[src/rtl/bin_to_gray.sv]
// 4-bit binary to reflected Gray converter: combinational gry plus a PIPE_STAGES-deep registered gry_q/out_valid.
// Optional BIN_TO_GRAY_CHECK_EN adds a Gray-to-binary self-check (bin_chk, chk_err) on the last stage.
module bin_to_gray #(
   parameter int PIPE_STAGES = 1
) (
   input  logic       clk,
   input  logic       rst,
   input  logic       a,
   input  logic       b,
   input  logic       c,
   input  logic       d,
   input  logic       in_valid,
   output logic [3:0] gry,
   output logic [3:0] gry_q,
   output logic       out_valid
`ifdef BIN_TO_GRAY_CHECK_EN
   ,
   output logic [3:0] bin_chk,
   output logic       chk_err
`endif
);

   if (PIPE_STAGES != 1 && PIPE_STAGES != 2) begin : g_bad_stages
      $error("bin_to_gray: PIPE_STAGES must be 1 or 2");
   end

   assign gry = {a, a ^ b, b ^ c, c ^ d};

`ifdef BIN_TO_GRAY_CHECK_EN
   // The binary input travels alongside its Gray code so the last stage can be cross-checked.
   localparam int W = 8;
   logic [W-1:0] payload;
   assign payload = {a, b, c, d, gry};
`else
   localparam int W = 4;
   logic [W-1:0] payload;
   assign payload = gry;
`endif

   logic [PIPE_STAGES-1:0][W-1:0] data_pipe;
   logic [PIPE_STAGES-1:0]        vld_pipe;
   logic [W-1:0]                  last_stage;

   // NOTE: data registers are reset too (not just the valid bits), so gry_q reads 0000 the moment rst rises.
   always_ff @(posedge clk or posedge rst) begin
      if (rst) begin
         data_pipe <= '0;
         vld_pipe  <= '0;
      end else begin
         vld_pipe[0] <= in_valid;
         if (in_valid) data_pipe[0] <= payload;
         for (int s = 1; s < PIPE_STAGES; s++) begin
            vld_pipe[s] <= vld_pipe[s-1];
            if (vld_pipe[s-1]) data_pipe[s] <= data_pipe[s-1];
         end
      end
   end

   assign last_stage = data_pipe[PIPE_STAGES-1];
   assign gry_q      = last_stage[3:0];
   assign out_valid  = vld_pipe[PIPE_STAGES-1];

`ifdef BIN_TO_GRAY_CHECK_EN
   // Binary bit i is the XOR of Gray bits i and above.
   // NOTE: combinational outputs get a default before the loop so no latch can be inferred.
   always_comb begin
      bin_chk = '0;
      for (int i = 0; i < 4; i++) begin
         bin_chk[i] = ^(last_stage[3:0] >> i);
      end
   end

   assign chk_err = out_valid && (bin_chk != last_stage[7:4]);
`endif

endmodule

[config.mk]
export PLATFORM = sky130hd
export DESIGN_NAME = bin_to_gray
export DESIGN_NICKNAME = d
export VERILOG_FILES = /design/src/rtl/bin_to_gray.sv
export SDC_FILE = /design/constraint.sdc
export NUM_CORES = 1
export LEC_CHECK = 0
export ABC_AREA = 1
export CAP_MARGIN = 0
export CORE_AREA = 2 2 39 41
export DETAILED_ROUTE_END_ITERATION = 10
export DIE_AREA = 0 0 41 43
export GPL_TIMING_DRIVEN = 0
export HOLD_SLACK_MARGIN = 0.02
export PLACE_DENSITY = 0.55
export SLEW_MARGIN = 20
export SYNTH_ARGS = -nofsm -noshare
export SYNTH_HDL_FRONTEND = slang
export SYNTH_SLANG_ARGS = --single-unit
[constraint.sdc]
create_clock -name clk -period 0.8 [get_ports clk]
set_input_delay 0.24 -clock clk [delete_from_list [all_inputs] [get_ports clk]]
set_output_delay 0.24 -clock clk [all_outputs]
set_load 0.005 [all_outputs]
==> impl_results.md <==
* Layout Skew at 0 ns
* Final core utilization at 0.400
* Yosys top cell area share at 0.508
* Simple-gate share of the synthesized area at 0.335
* Multiplexer share of the synthesized area at 0
* Setup Total Neg Slack at -1.19 ns
* Routed length per instance at 8.74 um
* Layout Cells excl Fill at 77
* Area of the core at 1380 sq um
* Endpoint class of the critical path: primary output
* Post-synth top area cell: dfrtp_1
* Fin nets at 69
* Post-layout min period at 0.980 ns
* Post-route clock period utilization at 1.23
* Largest net degree at the start of global routing at 6
* H-tree depth at 1
* Setup violators final at 8
* Post-route setup slack at -0.180 ns
* Hold Crit Class: primary input to asynchronous set/reset pin
* Vias in the first global route at 258
* YS warnings at 0
* Crit path kind: register to primary output
* Post-synth net total at 39
* Minimum hold slack at 0.196 ns
* Placed Cells incl. Taps at 63
* Footprint of the multi-input gates at 116 sq um
* Die height at 43 um
* Sequential Power Share at 0.346
* Crit path from: gry_q[2]
* CP Buf/Inv Count at 1
* Net Switching at 0.208 mW
* WP data required at 0.56 ns
* Placed cell area at 417 sq um
* Status: complete, but fails checks
* First-pass GRT wire length at 993 um
* Routed vias at 294
* #FFs+latches synth at 5
* Cells along the critical path: buf_2
* RePlAce Congestion at 0.666
* Total CTS buffers at 3
* Grt total ovfl at 0
* CP peak stage delay at 0.37 ns
* Synth Area in Compound Gates at 0.0355
* Synth Cell Area at 246 sq um
* Initial antenna violation count at 0
* Slew Viols, Final at 0
* Internal power at 0.621 mW
* Worst-Margin Slew at 0.194 ns
* Leak at 0.305 nW
* Dpl hpwl at 400 um
* Layout cells sized above 1 at 0.639
* PwrDens at 1500 nW/um^2
* Clk pwr share at 0.355
* Avg Cell Area, Syn at 7.70 sq um
* Die area at 1760 sq um
* Clock transition at path regs at 0.04 ns
* Slowest cell on crit path: dfrtp_1
* Number of port buffers at 15
* Top FF cell, synth: dfrtp_1
* Critical Path AT at 0.74 ns
* Flop2flop setup slack at 0.09 ns
* Post-synthesis async set-or-reset flop share at 1.00
* Final hold violations at 0
* Dpl ws at -0.947 ns
* Number of max-cap violations at 0
* Failing checks: negative setup slack
* CP Launch Type: register
* Maximum vdd drop at 0.498 mV
* WL final at 673 um
* Count of cell types in the netlist at 8
* Gate power share at 0.299
* Final ANT Viol Nets at 0
* Register Area at 125 sq um
* Pre-Repair DR Iteration Count at 4
* Clk buf depth at 2
* EDFF count, synth at 0
* FMAX at 1020 MHz
* Fraction of power spent switching nets at 0.251
* Slew margin rel. at 0.870
* Fill cells at 144
* TritonCTS clock tree: built
* Critical R2R Launch: gry_q[3]
* I/O pins at 16
* Root Driver: clkbuf_4
* Clk_lat worst skew at 0.24 ns
* Starting DRT DRC Count at 6
* Std cell rows at 14
* Clock Sinks at 5
* DR vias/cell at 3.82
* Post-route cell area at 553 sq um
* Total Power at 0.829 mW
* Post-Synthesis Cells at 32
* Xor and xnor area share after synthesis at 0
* Top cells by area, synth: dfrtp_1 (51%), nand2_1 (20%), and2_1 (7.6%), inv_1 (7.6%), nand3_1 (6.1%)
* Diodes inserted at 0
* Drt drc at 0
* Critical path fanouts, max at 2
* Synth cell count leaders: nand2_1 (13), dfrtp_1 (5), inv_1 (5), and2_1 (3), nand3_1 (3)
* RSZ-0062 raised after global routing: true
* Largest family of logic cells by synthesized area: simple AND/OR/NAND/NOR gates
* Crit path max-delay family: flip-flops
* Initial Util at 0.178
* Hold Buf Count CTS at 0
* Total GRT Usage at 0.0918
* Synth Area in Adders at 0
* Most numerous cell in the Yosys netlist: nand2_1
* DIE WIDTH at 41 um
* Area Overhead vs Synth at 124%
* Register area share after synthesis at 0.508
[cells by family (layout without fill, tap and decap cells)]
| group | Yosys count | after routing |
|---|---|---|
| compound gates | 1 | 1 |
| buf+inv | 7 | 36 |
| flops | 5 | 5 |
| simple gates | 19 | 19 |
[sequential cells by signal, indices dropped and copies added (netlist names)]
| signal | flops |
|---|---|
| out_valid | 1 |
| gry_q | 4 |
[final timing paths]
check / cells after the start / endpoint
setup reg to reg: 3 / gry_q[3]
min in group clk: 4 / gry_q[2]
max in group asynchronous: 2 / gry_q[1]
hold / removal: 2 / gry_q[2]
setup / recovery: 1 / gry_q[2]
hold reg to reg: 3 / gry_q[3]
[area by class of cell]
cell class | count | share of cell area
Buffer | 1 | 0.0204
Clock buffer | 4 | 0.0475
Inverter | 6 | 0.0679
Multi-Input combinational cell | 20 | 0.210
Sequential cell | 5 | 0.226
Tap cell | 16 | 0.0362
Timing Repair Buffer | 25 | 0.391
[power groups by stage]
| stage | Sequential (mW) | Clock, mW | Combinational (mW) |
|---|---|---|---|
| after CTS | 0.287 | 0.305 | 0.186 |
| after floorplan | 0.294 | 0 | 0.0559 |
| final | 0.286 | 0.295 | 0.248 |
| after global routing | 0.289 | 0.335 | 0.269 |
| after global placement | 0.292 | 0 | 0.175 |
| after detailed placement | 0.293 | 0 | 0.174 |
[timing repair]
action                                  CTS  global route
endpoints found under the setup margin   13             8
setup buffers                             6             4
hold endpoints to repair                  0             0
pin swaps                                 2             2
resized for setup                        66            15
[layer usage]
| layer | routed length, um | global-route usage | vias up |
|---|---|---|---|
| li1 | - | - | 153 |
| met1 | 248 | 0.0948 | 127 |
| met2 | 363 | 0.128 | 14 |
| met3 | 60 | 0.0628 | 0 |
| met4 | 0 | 0.0600 | 0 |
| met5 | 0 | 0 | - |
[placed cells by master, fill, tap and decap left out]
master	instances
buf_2	5
dfrtp_1	5
nand2_2	1
inv_1	1
nand3_1	3
dlygate4sd2_1	1
inv_8	1
buf_4	10
buf_6	7
clkbuf_1	1
clkdlybuf4s50_1	1
inv_4	1
o21ai_2	1
buf_8	2
inv_2	2
inv_6	1
clkbuf_4	3
nand2_4	2
and2_4	3
nand2_1	10
Power figures use the tool's default switching activity.
==> RTL edit 1: new RTL, same settings <==
Make the reset (`rst`) synchronous in one clocked block.
--- a/src/rtl/bin_to_gray.sv
+++ b/src/rtl/bin_to_gray.sv
@@ -44,3 +44,3 @@
    // NOTE: data registers are reset too (not just the valid bits), so gry_q reads 0000 the moment rst rises.
-   always_ff @(posedge clk or posedge rst) begin
+   always_ff @(posedge clk) begin
       if (rst) begin
Formal check against the unedited RTL: differs if rst is asserted again (counterexample within 4 cycles, from zero or initial values and one cycle with rst high); with rst held inactive, the same outputs for 10 cycles.
==> RTL edit 1 against the original RTL <==
  * The run still ends with negative setup slack left
  * Design area shrank 7.0%
  * Global-route usage rose by 0.87 points
  * Area after synthesis rose by 0.51%
  * Power decreased by 7.7%
  * Non-clock buffer count decreased by 2
  * Wire length down 3.1%
  * Worst setup slack better by 0.071 ns
  * Sequential cell count is the same
  * Highest routed layer is now met4
==> RTL edit 1: results (changes against the original RTL) <==
| Metric | Value |
|---|---|
| Status | finished, violations left (unchanged) |
| Violated checks | negative setup slack (unchanged) |
| # port buffers | 14 (was 15) |
| Syn Nets | 47 (was 39) |
| R2R cell count | 5 (was 3) |
| VDD IR max | 0.715 mV (was 0.498 mV) |
| P_int | 0.000573 W (was 0.000621 W) |
| Met1 Use GR | 0.0903 (was 0.0948) |
| Synth area leaders | dfxtp_1, nand2_1, inv_1 (was dfrtp_1, nand2_1, and2_1) |
| Uppermost layer routed | met4 (was met3) |
| GP Congestion | 0.703 (was 0.666) |
| Initial drt markers | 4 (was 6) |
| First-pass DRT Iterations | 2 (was 4) |
| Rel. slew slack | 0.874 (was 0.870) |
| DRT met1 WL | 229 um (was 248 um) |
| PnR worst setup slack | -0.110 ns (was -0.180 ns) |
| Worst Setup EP | gry_q[1] (was gry_q[2]) |
| Crit path DAT | 0.67 ns (was 0.74 ns) |
| Via density | 3.99 (was 3.82) |
| First-pass GRT wire length | 1090 um (was 993 um) |
| FF-to-FF setup slack | 0.05 ns (was 0.09 ns) |
| WL final | 652 um (was 673 um) |
| Metal2 WL | 329 um (was 363 um) |
| Met3 global-route usage | 0.0838 (was 0.0628) |
| Clk pwr | 0.000294 W (was 0.000295 W) |
| DR WL met3 | 69 um (was 60 um) |
| Seq/Total Area, Yosys | 0.404 (was 0.508) |
| Largest net degree at the start of global routing | 9 (was 6) |
| Layout fillers | 157 (was 144) |
| Met2 usage | 0.138 (was 0.128) |
| Setup-failing EPs final | 8 (unchanged) |
==> RTL edit 1: changes by cell type after synthesis <==
| cell | change |
|---|---|
| inv_1 | +2 |
| dfxtp_1 | +5 |
| o21ai_2 | -1 |
| dfrtp_1 | -5 |
| nand2_1 | +1 |
| buf_6 | +1 |
| nor2_1 | +7 |
| a21oi_1 | +1 |
| and2_1 | -3 |
==> RTL edit 1: worst min-delay path by stage <==
stage | from | to | slack [ns] | cells after the start
after floorplan | rst | gry_q[3] | 0.31 | 1
after global placement | gry_q[3] | gry_q[3] | 0.46 | 2
after detailed placement | gry_q[3] | gry_q[3] | 0.46 | 2
after CTS | in_valid | out_valid | 0.23 | 3
after global routing | in_valid | out_valid | 0.24 | 3
final | in_valid | out_valid | 0.23 | 3
==> RTL edit 1: per-stage QoR <==
stage               hold WS, ns  cell area (um^2)  instances  setup TNS [ns]  setup WS, ns
floorplan                 0.309               248         40               0         0.137
global placement          0.458               408         70           -5.99        -0.837
detailed placement        0.461               408         70           -6.01        -0.838
CTS                       0.226               493         81          -0.654        -0.121
global route              0.235               514         82          -0.835        -0.139
finish                    0.231               514         82          -0.607        -0.110
==> RTL edit 1: repair_timing <==
| action | 4_1_cts | 5_1_grt |
|---|---|---|
| setup endpoints to repair | 12 | 9 |
| pin swaps | 4 | 1 |
| setup buffers | 8 | 1 |
| resized for setup | 79 | 3 |
==> RTL edit 1: layout make-up <==
type	count	area share
clock buffer	4	0.0511
buffer	2	0.0438
multi-input combinational	25	0.241
tap	16	0.0389
inverter	8	0.0730
timing repair buffer	22	0.348
sequential	5	0.204
==> RTL edit 1: logic make-up after synthesis <==
logic type / Yosys count / synth area share
simple gates: 24 / 0.379
buf+inv: 10 / 0.197
flops: 5 / 0.404
compound gates: 1 / 0.0202
==> RTL edit 2: new RTL, config.mk and constraints unchanged <==
Made on the original files. Add an input register stage for `in_valid`, cleared by the reset; this delays it by one clock. The other inputs are not delayed to match.
--- a/src/rtl/bin_to_gray.sv
+++ b/src/rtl/bin_to_gray.sv
@@ -21,2 +21,12 @@
 );
+
+   logic in_valid_q;
+
+   always_ff @(posedge clk or posedge rst) begin
+      if (rst) begin
+         in_valid_q <= '0;
+      end else begin
+         in_valid_q <= in_valid;
+      end
+   end
 
@@ -49,4 +59,4 @@
       end else begin
-         vld_pipe[0] <= in_valid;
-         if (in_valid) data_pipe[0] <= payload;
+         vld_pipe[0] <= in_valid_q;
+         if (in_valid_q) data_pipe[0] <= payload;
          for (int s = 1; s < PIPE_STAGES; s++) begin
Check against the original RTL: not equivalent (Yosys sat finds a counterexample within 4 cycles, from zero or initial values and one cycle with rst high).
==> RTL edit 2 against the original RTL <==
  * The flow still finishes with violations (negative setup slack)
  * Worst setup slack worse by 0.019 ns
  * Cell count is 5.2% lower
  * Sequential cell count is 1 higher
  * First-iteration DRC count is 33% lower
  * Area after synthesis is 10% higher
  * Sequential share of layout area is 4.7 points higher
  * Wire length is 15% higher
  * Critical path depth stayed put
  * Global-route usage is 1.2 points higher
  * Via count is 1.4% higher
  * Design area is 0.23% higher
  * Power is 3.6% higher
==> RTL edit 2: results (changes against the original RTL) <==
| Metric | Value |
|---|---|
| DRT met1 WL | 280 um (was 248 um) |
| Status | finished, violations left (unchanged) |
| Largest net degree at the start of global routing | 7 (was 6) |
| P_int | 0.000638 W (was 0.000621 W) |
| Hold WS | 0.196 ns (about the same) |
| LEAKAGE | 0.296 nW (was 0.305 nW) |
| Initial drt markers | 4 (was 6) |
| Synth area leaders | dfrtp_1, nand2_1, and2_1 (unchanged) |
| DP Area | 442 um^2 (was 417 um^2) |
| Worst Setup EP | gry_q[0] (was gry_q[2]) |
| Metal2 WL | 446 um (was 363 um) |
| Met3 global-route usage | 0.0314 (was 0.0628) |
| Post-synthesis compound-gate area fraction | 0.0323 (was 0.0355) |
| Vias after detailed routing | 298 (was 294) |
| GRT Resource Usage Total | 0.103 (was 0.0918) |
| PnR worst setup slack | -0.199 ns (was -0.180 ns) |
| WL final | 772 um (was 673 um) |
| Setup-failing EPs final | 8 (unchanged) |
| Met1 Use GR | 0.0960 (was 0.0948) |
| Uppermost layer routed | met4 (was met3) |
| CP Launch Point | gry_q[0] (was gry_q[2]) |
| Synth Instances | 33 (was 32) |
| VDD IR max | 0.708 mV (was 0.498 mV) |
| Violated checks | negative setup slack (unchanged) |
| Layout cell share with drive strength beyond 1 | 0.649 (was 0.639) |
-- RTL edit 2: changes by cell type after synthesis --
cell     before  now
dfrtp_1       5    6
-- RTL edit 2: area by class of cell --
type,instances,share of cell area
well taps,16,0.0361
inverters,6,0.0722
plain buffers,1,0.0203
clock buffers,3,0.0406
flip-flops and latches,6,0.273
multi-input cells,20,0.219
repair buffers,21,0.339
-- RTL edit 2: power by group through the flow --
| stage | logic [W] | registers, W | clock network, W |
|---|---|---|---|
| after floorplan | 0.0000563 | 0.000351 | 0 |
| after global placement | 0.000172 | 0.000351 | 0 |
| after detailed placement | 0.000175 | 0.000350 | 0 |
| after CTS | 0.000176 | 0.000345 | 0.000280 |
| after global routing | 0.000246 | 0.000349 | 0.000306 |
| final | 0.000228 | 0.000346 | 0.000285 |
-- RTL edit 2: what timing repair did --
item	CTS	global route
setup buffers	5	2
endpoints found under the setup margin	12	12
resized for setup	68	16
cloned	0	0
pin swaps	3	3
